File: src/rtl/serial_frame_rx.sv
// Receive side of the single-wire serial link: turns start/data/stop framed bits
// into parallel words on a valid/ready port, flagging framing errors and overruns.
module serial_frame_rx #(
  parameter int WIDTH = 8
) (
  input  logic             clk,
  input  logic             rst_n,
  input  logic             in,
  input  logic             bit_en,
  output logic [WIDTH-1:0] out_data,
  output logic             out_valid,
  input  logic             out_ready,
  output logic             frame_err,
  output logic             overrun
);

  localparam int CW = (WIDTH > 1) ? $clog2(WIDTH) : 1;

  typedef enum logic [1:0] {
    IDLE,
    DATA,
    STOP,
    BREAK
  } state_t;

  state_t           state, state_next;
  logic [CW-1:0]    cnt, cnt_next;
  logic [WIDTH-1:0] shift, shift_next;
  logic [WIDTH-1:0] data_next;
  logic             valid_next;
  logic             err_next;
  logic             ovr_next;

  always_ff @(posedge clk or negedge rst_n) begin
    if (!rst_n) begin
      state     <= IDLE;
      cnt       <= '0;
      shift     <= '0;
      out_data  <= '0;
      out_valid <= 1'b0;
      frame_err <= 1'b0;
      overrun   <= 1'b0;
    end else begin
      state     <= state_next;
      cnt       <= cnt_next;
      shift     <= shift_next;
      out_data  <= data_next;
      out_valid <= valid_next;
      frame_err <= err_next;
      overrun   <= ovr_next;
    end
  end

  // A delivery in the stop-bit cycle overrides a concurrent handshake.
  always_comb begin
    state_next = state;
    cnt_next   = cnt;
    shift_next = shift;
    data_next  = out_data;
    valid_next = out_valid;
    err_next   = 1'b0;
    ovr_next   = 1'b0;

    if (out_valid && out_ready) begin
      valid_next = 1'b0;
    end

    if (bit_en) begin
      case (state)
        IDLE: begin
          if (!in) begin
            state_next = DATA;
            cnt_next   = '0;
          end
        end
        DATA: begin
          shift_next[cnt] = in;
          if (cnt == CW'(WIDTH - 1)) begin
            state_next = STOP;
          end else begin
            cnt_next = cnt + 1'b1;
          end
        end
        STOP: begin
          if (in) begin
            state_next = IDLE;
            if (!out_valid || out_ready) begin
              data_next  = shift;
              valid_next = 1'b1;
            end else begin
              ovr_next = 1'b1;
            end
          end else begin
            err_next   = 1'b1;
            state_next = BREAK;
          end
        end
        BREAK: begin
          // A held-low line is a break, never a start bit.
          if (in) begin
            state_next = IDLE;
          end
        end
        default: state_next = IDLE;
      endcase
    end
  end

endmodule

File: config.mk
export PLATFORM = sky130hd
export DESIGN_NAME = serial_frame_rx
export DESIGN_NICKNAME = d
export VERILOG_FILES = /design/src/rtl/serial_frame_rx.sv
export SDC_FILE = /design/constraint.sdc
export NUM_CORES = 1
export LEC_CHECK = 0
export BUFFER_PORTS_ARGS = -buffer_cell sky130_fd_sc_hd__buf_2
export CAP_MARGIN = 20
export CORE_UTILIZATION = 40
export CTS_CLUSTER_SIZE = 40
export DETAILED_ROUTE_END_ITERATION = 10
export PLACE_DENSITY = 0.58
export SLEW_MARGIN = 30
export SYNTH_ARGS = -nofsm -noshare
export SYNTH_HDL_FRONTEND = slang
export SYNTH_SLANG_ARGS = --single-unit
File: constraint.sdc
create_clock -name clk -period 2.26 [get_ports clk]
set_input_delay 0.226 -clock clk [delete_from_list [all_inputs] [get_ports clk]]
set_output_delay 0.226 -clock clk [all_outputs]
set_load 0.02 [all_outputs]
==> results of run 1 <==
==> critical path, cell delays in order, from the launching register on <==
cell and delay (ns):
dfrtp_1 0.60, nand4b_4 0.15, nor2b_2 0.40, mux2_2 0.38
==> metal layers <==
layer,track usage,vias to the layer above,part of all wire
met3,0.05833,2,0.052
met4,0.03846,0,0.0061
li1,-,325,-
met2,0.2134,19,0.46
met1,0.1780,313,0.48
met5,0,-,0
==> kinds of logic after synthesis <==
| logic type | count (synthesis) | share of synthesized area |
|---|---|---|
| AO/OA/AOI/OAI | 5 | 0.03171 |
| adder cells (fa/ha/maj) | 2 | 0.02265 |
| buffers and inverters | 9 | 0.05095 |
| flip-flops | 24 | 0.5436 |
| multiplexers | 19 | 0.1914 |
| AND/OR/NAND/NOR | 26 | 0.1597 |
==> cells in the mapped netlist <==
master / instances
a21oi_1: 2
and2_1: 1
and2b_1: 1
and4bb_1: 1
buf_4: 2
buf_6: 2
clkbuf_1: 1
dfrtp_1: 24
ha_1: 2
inv_1: 4
mux2_1: 4
mux2_2: 13
mux2i_1: 2
nand2_1: 9
nand2b_1: 1
nand3_1: 5
nand4_1: 2
nand4b_4: 1
nor2_1: 1
nor2b_2: 2
nor3b_4: 1
nor4b_1: 1
o2111ai_2: 1
o21ai_0: 2
==> worst min-delay path by stage <==
stage / to / slack (ns) / cells past startpoint
6_report: overrun / 0.18 / 3
5_1_grt: out_valid / 0.17 / 3
4_1_cts: overrun / 0.17 / 3
3_5_place_dp: frame_err / 0.24 / 1
3_3_place_gp: frame_err / 0.24 / 1
2_1_floorplan: cnt[0] / -0.07 / 0
==> flip-flops by register name, indices dropped and copies added (netlist names) <==
signal / cells
overrun: 1
out_valid: 1
state: 2
out_data: 8
shift: 8
cnt: 3
frame_err: 1
==> layout make-up <==
type / instances / area [um^2] / area share
flip-flops and latches: 24 / 600.6 / 0.4848
multi-input cells: 52 / 447.9 / 0.3616
repair buffers: 16 / 85.08 / 0.06869
well taps: 30 / 37.54 / 0.03030
clock inverters: 1 / 30.03 / 0.02424
clock buffers: 3 / 22.52 / 0.01818
inverters: 4 / 15.01 / 0.01212
==> power groups by stage <==
stage / Clock [mW] / Sequential (mW) / Combinational (mW)
4_1_cts: 0.318 / 0.706 / 0.483
6_report: 0.304 / 0.706 / 0.474
3_5_place_dp: 0 / 0.716 / 0.481
5_1_grt: 0.336 / 0.733 / 0.533
2_1_floorplan: 0 / 0.715 / 0.379
3_3_place_gp: 0 / 0.711 / 0.473
==> impl_metrics.json, run 1 <==
{
  "port_buffers": 15,
  "crit_path_end_kind": "flop",
  "drt_iter0_drc": 7,
  "crit_end": "out_data[5]",
  "io_pins": 16,
  "die_h_um": 54.56,
  "track_usage": 0.1388,
  "fmax_mhz": 611.7,
  "final_core_util": 0.4867,
  "slew_headroom": 0.6457,
  "core_region_area_um2": 2545,
  "antenna_found_initial": 0,
  "final_common_cell": "dfrtp_1",
  "power.share.clock": 0.205,
  "min_from": "out_ready",
  "clk_pin_slew_ns": 0.12,
  "row_count": 18,
  "seqPwrFrac": 0.476,
  "via_per_inst": 5.069,
  "worst_pin_slew_ns": 0.5314,
  "design.die.area_um2": 2976,
  "layout_common_cells": "24 x dfrtp_1, 15 x buf_2, 13 x mux2_2",
  "fin_ws_ns": 0.6252,
  "drv_slew": 0,
  "clock_latency_ns": 0.31,
  "power.switching_uw": 480.8,
  "powerDensity_nw_per_um2": 1199,
  "num_vias": 659,
  "path_max_fanout": 9,
  "drv_cap": 0,
  "total_power_mw": 1.485,
  "cp_data_arrival_time_ns": 1.84,
  "place_ws_ns": 0.6279,
  "synth_cell_types": 24,
  "intPower_mw": 1.004,
  "syn-mean-instance-area_um2": 13.00,
  "synthTopCellsByArea": "dfrtp_1 54%, mux2_2 13%, mux2_1 4.1%",
  "die_x_um": 54.56,
  "synth_area_um2": 1105,
  "nFillCells": 243,
  "r2r-end": "out_data[5]",
  "grt_max_degree": 25,
  "yosysWarnings": 0,
  "seq_area_frac_synth": 0.5436,
  "hold_viol": 0,
  "r2r-start": "state[1]",
  "setup-violations-final": 0,
  "cts-root-buf": "clkbuf_4",
  "drive_gt1_frac": 0.3700,
  "cts_resized": 0,
  "syn-num-nets": 92,
  "diodes": 0,
  "irDropWorstVdd_mv": 0.7583,
  "cts_setup_buffers": 0,
  "holdWs_ns": 0.1825,
  "fin_crit_sh": 0.7234,
  "leakagePower_nw": 0.6246,
  "syn_to_final_growth_pct": 12.12,
  "dr.pass1.iters": 4,
  "pwr-share-comb": 0.319,
  "wl_per_cell_um": 12.69,
  "gp_congestion": 0.7516,
  "yosysTopAreaCellShare": 0.5436,
  "fin_skew_ns": 0.006208,
  "swShare": 0.3239,
  "drc": 0,
  "cts_hold_buffers": 1,
  "htreeDepth": 1,
  "grt_pass1_wl_um": 2739,
  "final_cell_count_no_fill": 130,
  "cp_data_required_time_ns": 2.47,
  "criticalPathCategory": "reg2reg",
  "status": "completed",
  "nets": 108,
  "fin_crit_ns": 1.635,
  "drt_wl_total_um": 1650,
  "startpoint_type": "flop",
  "rsz0062_at_grt": "false",
  "r2r_cells": 3,
  "crit_start": "state[1]",
  "synth_cells": 85,
  "ys_seq_elements": 24,
  "cts_buffers": 3,
  "yosys.area.top_type": "dfrtp_1",
  "clock_path_buffers": 2,
  "grt_pass1_vias": 588,
  "place_area_um2": 1176,
  "cts_tree": "built",
  "dp.cells": 125,
  "clock_sinks": 24,
  "start_util": 0.4341,
  "r2r_setup_slack_ns": 0.63,
  "antenna_left": 0,
  "tns_ns": 0,
  "final_area_um2": 1239,
  "grt_remaining_overflow": 0,
  "worst_hold_path_type": "in2reg"
}
Power figures use the tool's default switching activity.
==> inputs of run 2 (changes only) <==
PLACE_DENSITY = 0.6   (was 0.58)
clock period = 1.39 ns   (was 2.26 ns; I/O delays follow)
==> run 2 against run 1 <==
The flow now finishes with violations (setup timing). Critical path depth up 2. Design area up 14%. Power up 88%. Critical endpoint is now cnt[0]. Largest cell class unchanged. Largest power group is now combinational logic. Highest routed layer unchanged.
==> impl_metrics.json, run 2 (same netlist as run 1, synthesis figures left out) <==
{
  "cp_slowest_cell": "dfrtp_1",
  "powerDensity_nw_per_um2": 1973,
  "hold_viol": 0,
  "diodes": 0,
  "drc": 0,
  "startpoint_type": "flop",
  "setup-violations-final": 3,
  "status": "finished with violations",
  "crit_buf_inv": 0,
  "final_common_cell": "dfrtp_1",
  "dr.pass1.iters": 4,
  "layout_common_cells": "23 x dfrtp_1, 15 x buf_2, 10 x mux2_4",
  "worst_hold_path_type": "in2reg",
  "irDropWorstVdd_mv": 1.128,
  "r2r-end": "cnt[0]",
  "drv_cap": 0,
  "dp_hpwl_um": 1477,
  "io_pins": 16,
  "nFillCells": 228,
  "antenna_left": 0,
  "row_count": 18,
  "wl_per_cell_um": 14.59,
  "core_region_area_um2": 2545,
  "fmax_mhz": 690.0,
  "cts-root-buf": "clkbuf_4",
  "via_per_inst": 5.142,
  "crit_family": "flip-flops",
  "final_area_um2": 1414,
  "design.die.area_um2": 2976,
  "violations": "setup timing",
  "grt_max_degree": 25,
  "worst_pin_slew_ns": 0.5135,
  "clock_latency_ns": 0.32,
  "r2r_cells": 5,
  "leakagePower_nw": 0.7097,
  "path_cells": "ha_2 -> ha_4 -> nand2_4 -> o2111ai_4 -> mux2_4",
  "antenna_found_initial": 0,
  "fin_skew_ns": 0.004987,
  "min_from": "in",
  "nets": 119,
  "syn_to_final_growth_pct": 27.97,
  "htreeDepth": 1,
  "fin_crit_sh": 1.043,
  "cts_tree": "built",
  "whs_endpoint": "frame_err",
  "drive_gt1_frac": 0.4865,
  "final_core_util": 0.5556,
  "clock_sinks": 24,
  "holdPathStages": 2,
  "cts_buffers": 3,
  "criticalPathCategory": "reg2reg",
  "fin_ws_ns": -0.05920,
  "port_buffers": 15,
  "r2r-start": "cnt[0]",
  "gp_congestion": 0.7476,
  "drv_slew": 0,
  "drt_iter0_drc": 10,
  "start_util": 0.4341,
  "r2r_setup_slack_ns": -0.06,
  "largestRegisters": "out_data: 8 flops, shift: 8 flops, cnt: 3 flops",
  "slew_headroom": 0.6577,
  "die_x_um": 54.56,
  "num_vias": 725,
  "path_max_fanout": 4,
  "drt_wl_total_um": 2057,
  "grt_pass1_vias": 715,
  "clk_pin_slew_ns": 0.13,
  "track_usage": 0.1544,
  "cp_data_required_time_ns": 1.61,
  "clock_path_buffers": 2,
  "slowest_delay_ns": 0.45,
  "die_h_um": 54.56,
  "place_area_um2": 1281,
  "crit_path_end_kind": "flop",
  "fin_crit_ns": 1.449,
  "grt_remaining_overflow": 0,
  "rsz0062_at_grt": "true",
  "tns_ns": -0.06262,
  "cp_data_arrival_time_ns": 1.67,
  "grt_pass1_wl_um": 3139
}
## run 2: cell count changes in the layout (fill, tap and decap cells not counted), sizes merged
cell	before	now
buf	15	26
## run 2: area by class of cell
type	count	area (um^2)	share of cell area
Sequential cell	24	601.8	0.4257
Multi-Input combinational cell	52	524.3	0.3708
Timing Repair Buffer	27	182.7	0.1292
Tap cell	30	37.54	0.02655
Clock inverter	1	30.03	0.02124
Clock buffer	3	22.52	0.01593
Inverter	4	15.01	0.01062
## run 2: worst max path at each step
stage | from | to | slack [ns] | cells after the start
CTS | cnt[0] | cnt[0] | -0.04 | 5
floorplan | cnt[0] | cnt[0] | -0.003 | 5
finish | cnt[0] | cnt[0] | -0.06 | 5
global route | cnt[0] | shift[2] | -0.1 | 4
global placement | cnt[0] | cnt[0] | 0.03 | 5
detailed placement | cnt[0] | cnt[0] | -0.01 | 5
## run 2: where the power goes
group	total [mW]	switching [mW]	internal, mW
logic	1.17	0.525	0.643
registers	1.12	0.173	0.947
clock network	0.501	0.209	0.292
total	2.79	0.907	1.88
## run 2: stage by stage
stage          setup WS, ns  hold WS [ns]  instances  power, mW
6_report           -0.05920       0.04016        141      2.790
3_3_place_gp        0.02790        0.1479        134      2.129
2_1_floorplan     -0.003302       -0.1566         85      1.857
4_1_cts            -0.03528       0.03663        140      2.714
5_1_grt            -0.09688       0.03043        141      2.961
3_5_place_dp       -0.01181        0.1478        134      2.186
## run 2: layer usage
metal | GRT usage | share of wire | vias to the layer above
li1 | - | - | 347
met1 | 0.1806 | 0.46 | 360
met4 | 0.08120 | 0.015 | 0
met5 | 0 | 0 | -
met3 | 0.03056 | 0.028 | 4
met2 | 0.2642 | 0.50 | 14
## run 2: repair_timing
action                                 4_1_cts  5_1_grt
hold buffers                                 1        0
cloned                                       0        0
resized for setup                            1       14
endpoints found under the hold margin       24        0
setup endpoints to repair                    8       15
buffers inserted                             1        1
